## config.mk

```make
export PLATFORM = sky130hd
export DESIGN_NAME = cipher_letter_buffer
export DESIGN_NICKNAME = d
export VERILOG_FILES = /design/src/rtl/cipher_letter_buffer.sv
export SDC_FILE = /design/constraint.sdc
export NUM_CORES = 1
export LEC_CHECK = 0
export CAP_MARGIN = 30
export CORE_UTILIZATION = 26
export CTS_BUF_LIST = sky130_fd_sc_hd__clkbuf_16
export DETAILED_ROUTE_END_ITERATION = 16
export PLACE_DENSITY = 0.44
export SYNTH_ARGS = -nofsm -noshare
export SYNTH_HDL_FRONTEND = slang
export SYNTH_SLANG_ARGS = --single-unit
```

## constraint.sdc

```tcl
create_clock -name clock -period 2.3 [get_ports clock]
set_input_delay 0.575 -clock clock [delete_from_list [all_inputs] [get_ports clock]]
set_output_delay 0.575 -clock clock [all_outputs]
set_load 0.005 [all_outputs]
```

## src/rtl/cipher_letter_buffer.sv

```systemverilog
// rtl/cipher_letter_buffer.sv - first-word-fall-through letter FIFO with out-of-range code detection
module cipher_letter_buffer #(
  parameter int DEPTH = 16
) (
  input  logic       clock,
  input  logic       reset,
  input  logic [4:0] in_letter,
  input  logic       in_valid,
  output logic       in_ready,
  input  logic       clear,
  output logic [4:0] out_letter,
  output logic       out_valid,
  input  logic       out_ready,
  output logic [6:0] count,
  output logic       invalid_seen
);

  localparam int         AW         = $clog2(DEPTH);
  localparam logic [6:0] FULL_COUNT = 7'(DEPTH);
  localparam logic [4:0] LAST_CODE  = 5'd25;

  logic [4:0]    mem [DEPTH];
  logic [AW-1:0] wr_ptr;
  logic [AW-1:0] rd_ptr;
  logic [6:0]    count_q;
  logic [6:0]    count_d;
  logic          invalid_q;
  logic          push_fire;
  logic          push_store;
  logic          push_bad;
  logic          pop_fire;

  // Handshake flags depend only on the stored count, never on the peer's strobes.
  assign in_ready     = (count_q < FULL_COUNT);
  assign out_valid    = (count_q != 7'd0);
  assign out_letter   = out_valid ? mem[rd_ptr] : 5'd0;
  assign count        = count_q;
  assign invalid_seen = invalid_q;

  // An accepted out-of-range code completes the handshake but is never written.
  assign push_fire  = in_valid & in_ready;
  assign push_store = push_fire & (in_letter <= LAST_CODE);
  assign push_bad   = push_fire & (in_letter > LAST_CODE);
  assign pop_fire   = out_valid & out_ready;

  // Next occupancy: +1 push only, -1 pop only, unchanged for both or neither.
  always_comb begin
    count_d = count_q;
    if (push_store && !pop_fire) begin
      count_d = count_q + 7'd1;
    end else if (pop_fire && !push_store) begin
      count_d = count_q - 7'd1;
    end
  end

  // Pointer, occupancy and sticky error state; clear takes priority over any transfer.
  always_ff @(posedge clock or negedge reset) begin
    if (!reset) begin
      wr_ptr    <= '0;
      rd_ptr    <= '0;
      count_q   <= 7'd0;
      invalid_q <= 1'b0;
    end else if (clear) begin
      wr_ptr    <= '0;
      rd_ptr    <= '0;
      count_q   <= 7'd0;
      invalid_q <= 1'b0;
    end else begin
      if (push_store) begin
        wr_ptr <= wr_ptr + 1'b1;
      end
      if (pop_fire) begin
        rd_ptr <= rd_ptr + 1'b1;
      end
      if (push_bad) begin
        invalid_q <= 1'b1;
      end
      count_q <= count_d;
    end
  end

  // Letter storage carries no reset; entries are only read while counted as valid.
  always_ff @(posedge clock) begin
    if (push_store && !clear) begin
      mem[wr_ptr] <= in_letter;
    end
  end

endmodule

```

# Word-level counts from Yosys, hierarchy flattened
# Memory sizes are Yosys's and may differ from the RTL's.
# Index checks and enable logic that the tools add are counted.
dict set report totals {
  reg_bits 16
  latchBits 0
  ram_bits 80
  mem_bits_ro 0
  inputBits 10
  output_inout_bits 15
  word_cells 39
  mem_count 1
}
dict set report op_classes {
  addsub 4
  mul 0
  div 0
  order_cmp 3
  eq_ne 0
  shifts 0
  n_mux 12
  bitwise 4
  n_reduce_logical 11
}
# name depth word_bits rd rd_clocked_by_memory_dff write_ports line_no
set mem_list {}
lappend mem_list {mem 16 5 1 0 1 22} ;# logic [4:0] mem [DEPTH];
# cell n
set ops {}
lappend ops {{7-bit 2-to-1 mux} 3}
lappend ops {{4-bit 2-to-1 mux} 4}
lappend ops {{4-bit by 1-bit adder with 4-bit output (second input constant)} 2}
lappend ops {{7-bit by 1-bit adder with 7-bit output (second input constant)} 1}
lappend ops {{7-bit by 5-bit < comparator with 1-bit output (second input constant)} 1}
lappend ops {{7-bit nonzero test} 1}
lappend ops {{7-bit by 1-bit subtractor with 7-bit output (second input constant)} 1}
lappend ops {{2-bit nonzero test} 3}
lappend ops {{5-bit > comparator (second input constant)} 1}
lappend ops {{5-bit less-or-equal comparator (second input constant)} 1}
lappend ops {{5-bit 2-to-1 mux} 1}
lappend ops {{1-bit bitwise AND} 4}
lappend ops {{1-bit 2-to-1 mux} 4}
lappend ops {{1-bit logical AND} 3}
lappend ops {{1-bit logical NOT} 3}
lappend ops {{3-bit nonzero test} 1}

# Depth between registers and ports, before layout
dict set report depth {
  depth_word 8
  ltp_mapped 11
  depth_no_buf 10
}

# Worst setup path before layout
# Ideal clock, no wire load.
dict set report synth_path {
  kind {input to register}
  from {in in_letter[1]}
  to {reg count_q[6] (netlist: count[6])}
  setup_ns 0.120
  arrival_ns 2.517
  required_time_ns 2.180
  slack_ns -0.337
  cell_stages 10
  n_path_buf 1
  path_cell_list {o211ai_1 > and3_1 > buf_2 > nand2_1 > ha_1 > nor2b_1 > o31a_1 > o21ai_0 > a221o_1 > nand2_1}
}
dict set report synth_between {
  elab_chain_len 5
  elab_cells_between_ends 8
  classes_between {order compare: 1; mux: 2; bitwise: 1; reduce/logical: 4}
}
# element line_no
set synth_rtl {}
lappend synth_rtl {{start: declaration} 7} ;# input logic [4:0] in_letter,
lappend synth_rtl {{5-bit less-or-equal comparator *} 42} ;# assign push_store = push_fire & (in_letter <= LAST_CODE);
lappend synth_rtl {{1-bit bitwise AND *} 42}
lappend synth_rtl {{1-bit logical AND or 1-bit logical NOT (tied branches)} {49, 51}}
lappend synth_rtl {{7-bit 2-to-1 mux or 1-bit logical AND (tied branches)} {49, 51}}
lappend synth_rtl {{7-bit 2-to-1 mux or 3-bit nonzero test (tied branches)} n/a}
lappend synth_rtl {{end signal: assignment} 78} ;# count_q <= count_d;
lappend synth_rtl {{end: declaration} 25} ;# logic [6:0] count_q;
# Mark *: on every way between the ends. The rest lies on a longest branch, timed or not.
# A chain may end at the register's enable or synchronous reset.

# Final worst setup path
dict set report layout_path {
  from {reg rd_ptr[0]}
  to {out out_letter[3]}
}
dict set report layout_between {
  elab_chain_len 2
}
# element line_no
set layout_rtl {}
lappend layout_rtl {{start: declaration} 24} ;# logic [AW-1:0] rd_ptr;
lappend layout_rtl {{start signal: assignment} 73} ;# rd_ptr <= rd_ptr + 1'b1;
lappend layout_rtl {{memory 16 x 5 bit} n/a}
lappend layout_rtl {{5-bit 2-to-1 mux} 36} ;# assign out_letter = out_valid ? mem[rd_ptr] : 5'd0;
lappend layout_rtl {{end: declaration} 11} ;# output logic [4:0] out_letter,
# Every way passes these cells.

==> flow_summary.ini <==
[outcome]
status = complete, but fails checks
violations = setup timing

[cts]
cts_tree = done
clkTransAtPathRegs_ns = 0.07
clkLatencyLatePin_ns = 0.34
cts_root_buf = clkbuf_16
cts.sinks = 96
cts_buffer_depth = 2
cts_inserted_buffers = 9
htree_num_levels = 3

[synthesis]
yosysWarnings = 0
synth_seq_cells = 96
syn_avg_cell_area_sq_um = 16.5
synth-main-ff-cell = edfxtp_1
synthCells = 259
synth_fp_nets = 281
yosysUniqueCellTypes = 39
synth_edf_count = 80
synth.cell_area_sq_um = 4280
synthArstFlopShare_pct = 16.7
yosysSeqAreaShare_pct = 65.4

[placement]
gp_congestion = 0.718
place_hpwl_um = 6700
dpl_cell_area_sq_um = 5260
port_buffers = 24

[floorplanning]
die_h_um = 130
coreArea_sq_um = 16000
fp.dieArea_sq_um = 17000
rows = 46
top_level_ports = 25
die_x_um = 130
floorplan.initialDensity_pct = 26.8

[detailed_routing]
antenna_left = 0
wl_met1_um = 4500
top_layer_used = met4
dr_total_vias = 2495
routed_wirelength_um = 9620
wl_per_cell_um = 16.7
dr.pass1.iters = 6
drc = 0
vias_per_cell = 4.32
dr_wl_met2_um = 4700
drt_first_iter_violations = 199
routed-wl-met3_um = 281

[critical_path]
critPathMaxFanout = 6
worst-path-buf-inv = 3
crit_chain = buf_12 > buf_6 > mux4_2 > mux4_2 > nor2b_4 > buf_2
cp_top_family = multiplexers
critical_path_class = reg -> out
critPathLaunchType = flop
cpMostUsedCell = mux4_2
critPathSlowestCell = mux4_2
crit_required_ns = 1.73
arrival_ns = 2.29
cp-end-kind = output port
max_stage_delay_ns = 0.50

[sta]
maxSlewViolCount = 0
final_hold_viol_count = 0
worst_slew_pin_slew_ns = 0.510
fin_worst_skew_ns = 0.00822
fin_crit_ns = 2.86
layout_setup_ws_ns = -0.561
grt_setup_unrepaired = yes
slew_headroom_pct = 65.9
post-route-period-util_pct = 124
setup_viol_count_final = 5
max_freq_ghz = 0.349

[grt]
grt_first_pass_wirelength_um = 15400
grt_overflow = 0
grt_max_degree = 20
groute.usage.overall_pct = 12.6
antenna_found_initial = 0
grt_pass1_vias = 2646

[final_layout]
n_antenna_cell = 0
final_layout_size_suffix_gt1_share_pct = 39.6
final_nets = 378
final_cell_mix = edfxtp_1 (80), buf_4 (55), nor2_1 (35)
regArea_sq_um = 2800
final_common_cell = edfxtp_1
area_growth_pct = 34.5
multi_input_area_sq_um = 1490
nFillCells = 1585
final_design_area_no_fill_sq_um = 5760

[hold_path]
hold_path_class = reg -> reg

[power_and_ir_drop]
power_per_cell_area_nw_per_um2 = 1060
p_leak_uw = 0.00207
ir_worst_vdd_v = 0.000356
finalPower_uw = 6130

[job]
cap_violations = 0
[worst min-delay path, cell delays in order, from the launching register on]
cell,delay (ns)
dfrtp_1,0.36
a21oi_1,0.05
nor2_1,0.07
[kinds of logic (layout without fill, tap and decap cells)]
logic type / after synthesis / count (layout) / share of synthesized area, %
flip-flops: 96 / 96 / 65.4
buffers and inverters: 19 / 121 / 2.04
multiplexers: 31 / 31 / 15.9
AND/OR/NAND/NOR: 72 / 72 / 8.06
adder cells (fa/ha/maj): 12 / 12 / 3.68
XOR/XNOR: 9 / 9 / 1.84
AO/OA/AOI/OAI: 20 / 20 / 3.07
[report_power, final]
group,internal [uW],switching (uW)
logic,1430,1060
clock network,878,721
registers,1970,74.7
[metrics by stage]
| stage | TNS [ns] | setup WS [ns] | std cells | util (%) | hold slack, ns |
|---|---|---|---|---|---|
| floorplan | -0.0412 | -0.0412 | 259 | - | 0.279 |
| global placement | -40.23 | -0.665 | 545 | 32.9 | 0.493 |
| detailed placement | -44.89 | -0.743 | 545 | 32.9 | 0.499 |
| CTS | -2.85 | -0.588 | 573 | 35.6 | 0.517 |
| global route | -3.28 | -0.634 | 577 | 36.0 | 0.534 |
| finish | -2.72 | -0.561 | 577 | 36.0 | 0.517 |
[Yosys cell counts, types with 2 or more instances]
master | number | area (sq um)
buf_6 | 2 | 22.5
buf_1 | 3 | 11.3
nor2_1 | 35 | 131
nand2_1 | 14 | 52.6
xor2_1 | 5 | 43.8
o31a_1 | 2 | 17.5
nor4_1 | 2 | 12.5
nand4_1 | 4 | 25.0
nand3_1 | 2 | 10.0
a21oi_1 | 6 | 30.0
nor2b_1 | 5 | 31.3
edfxtp_1 | 80 | 2400
o21ai_0 | 2 | 10.0
clkbuf_1 | 3 | 11.3
dfrtp_1 | 16 | 400
inv_1 | 10 | 37.5
nand3b_1 | 3 | 22.5
mux4_2 | 10 | 225
mux2i_1 | 6 | 60.1
mux4_1 | 15 | 394
o211ai_1 | 2 | 15.0
ha_1 | 11 | 138
xnor2_1 | 4 | 35.0
a31oi_1 | 2 | 12.5
[final timing paths]
path	startpoint	end	slack, ns	depth (start not counted)
min	invalid_seen	invalid_seen	0.52	2
max reg2reg	count[1]	count[6]	0.05	11
min in group asynchronous	reset	invalid_seen	0.56	2
max in group asynchronous	reset	rd_ptr[0]	1.52	2
min reg2reg	invalid_seen	invalid_seen	0.52	2
max	rd_ptr[0]	out_letter[3]	-0.56	6
[routing by layer]
layer	vias to the layer above	track usage (%)
met2	27	19.8
met5	-	0
met1	1267	17.2
met4	0	4.39
li1	1191	-
met3	10	2.83
[layout make-up]
class | count | share of cell area [%]
Sequential cell | 96 | 48.7
Inverter | 10 | 0.651
Tap cell | 216 | 4.69
Timing Repair Buffer | 95 | 14.5
Multi-Input combinational cell | 144 | 25.9
Clock inverter | 7 | 1.67
Clock buffer | 9 | 3.91
[flip-flops by register name, indices dropped and copies added, names as in the netlist]
register	cells
wr_ptr	4
mem	80
rd_ptr	4
invalid_seen	1
count	7
[timing repair]
item | CTS | global route
hold buffers | 0 | 0
resized for setup | 65 | 12
pin swaps | 9 | 15
endpoints found under the setup margin | 92 | 11
cloned | 1 | 0
buffers inserted | 11 | 5
No activity file was read; power rests on OpenSTA's default activity.
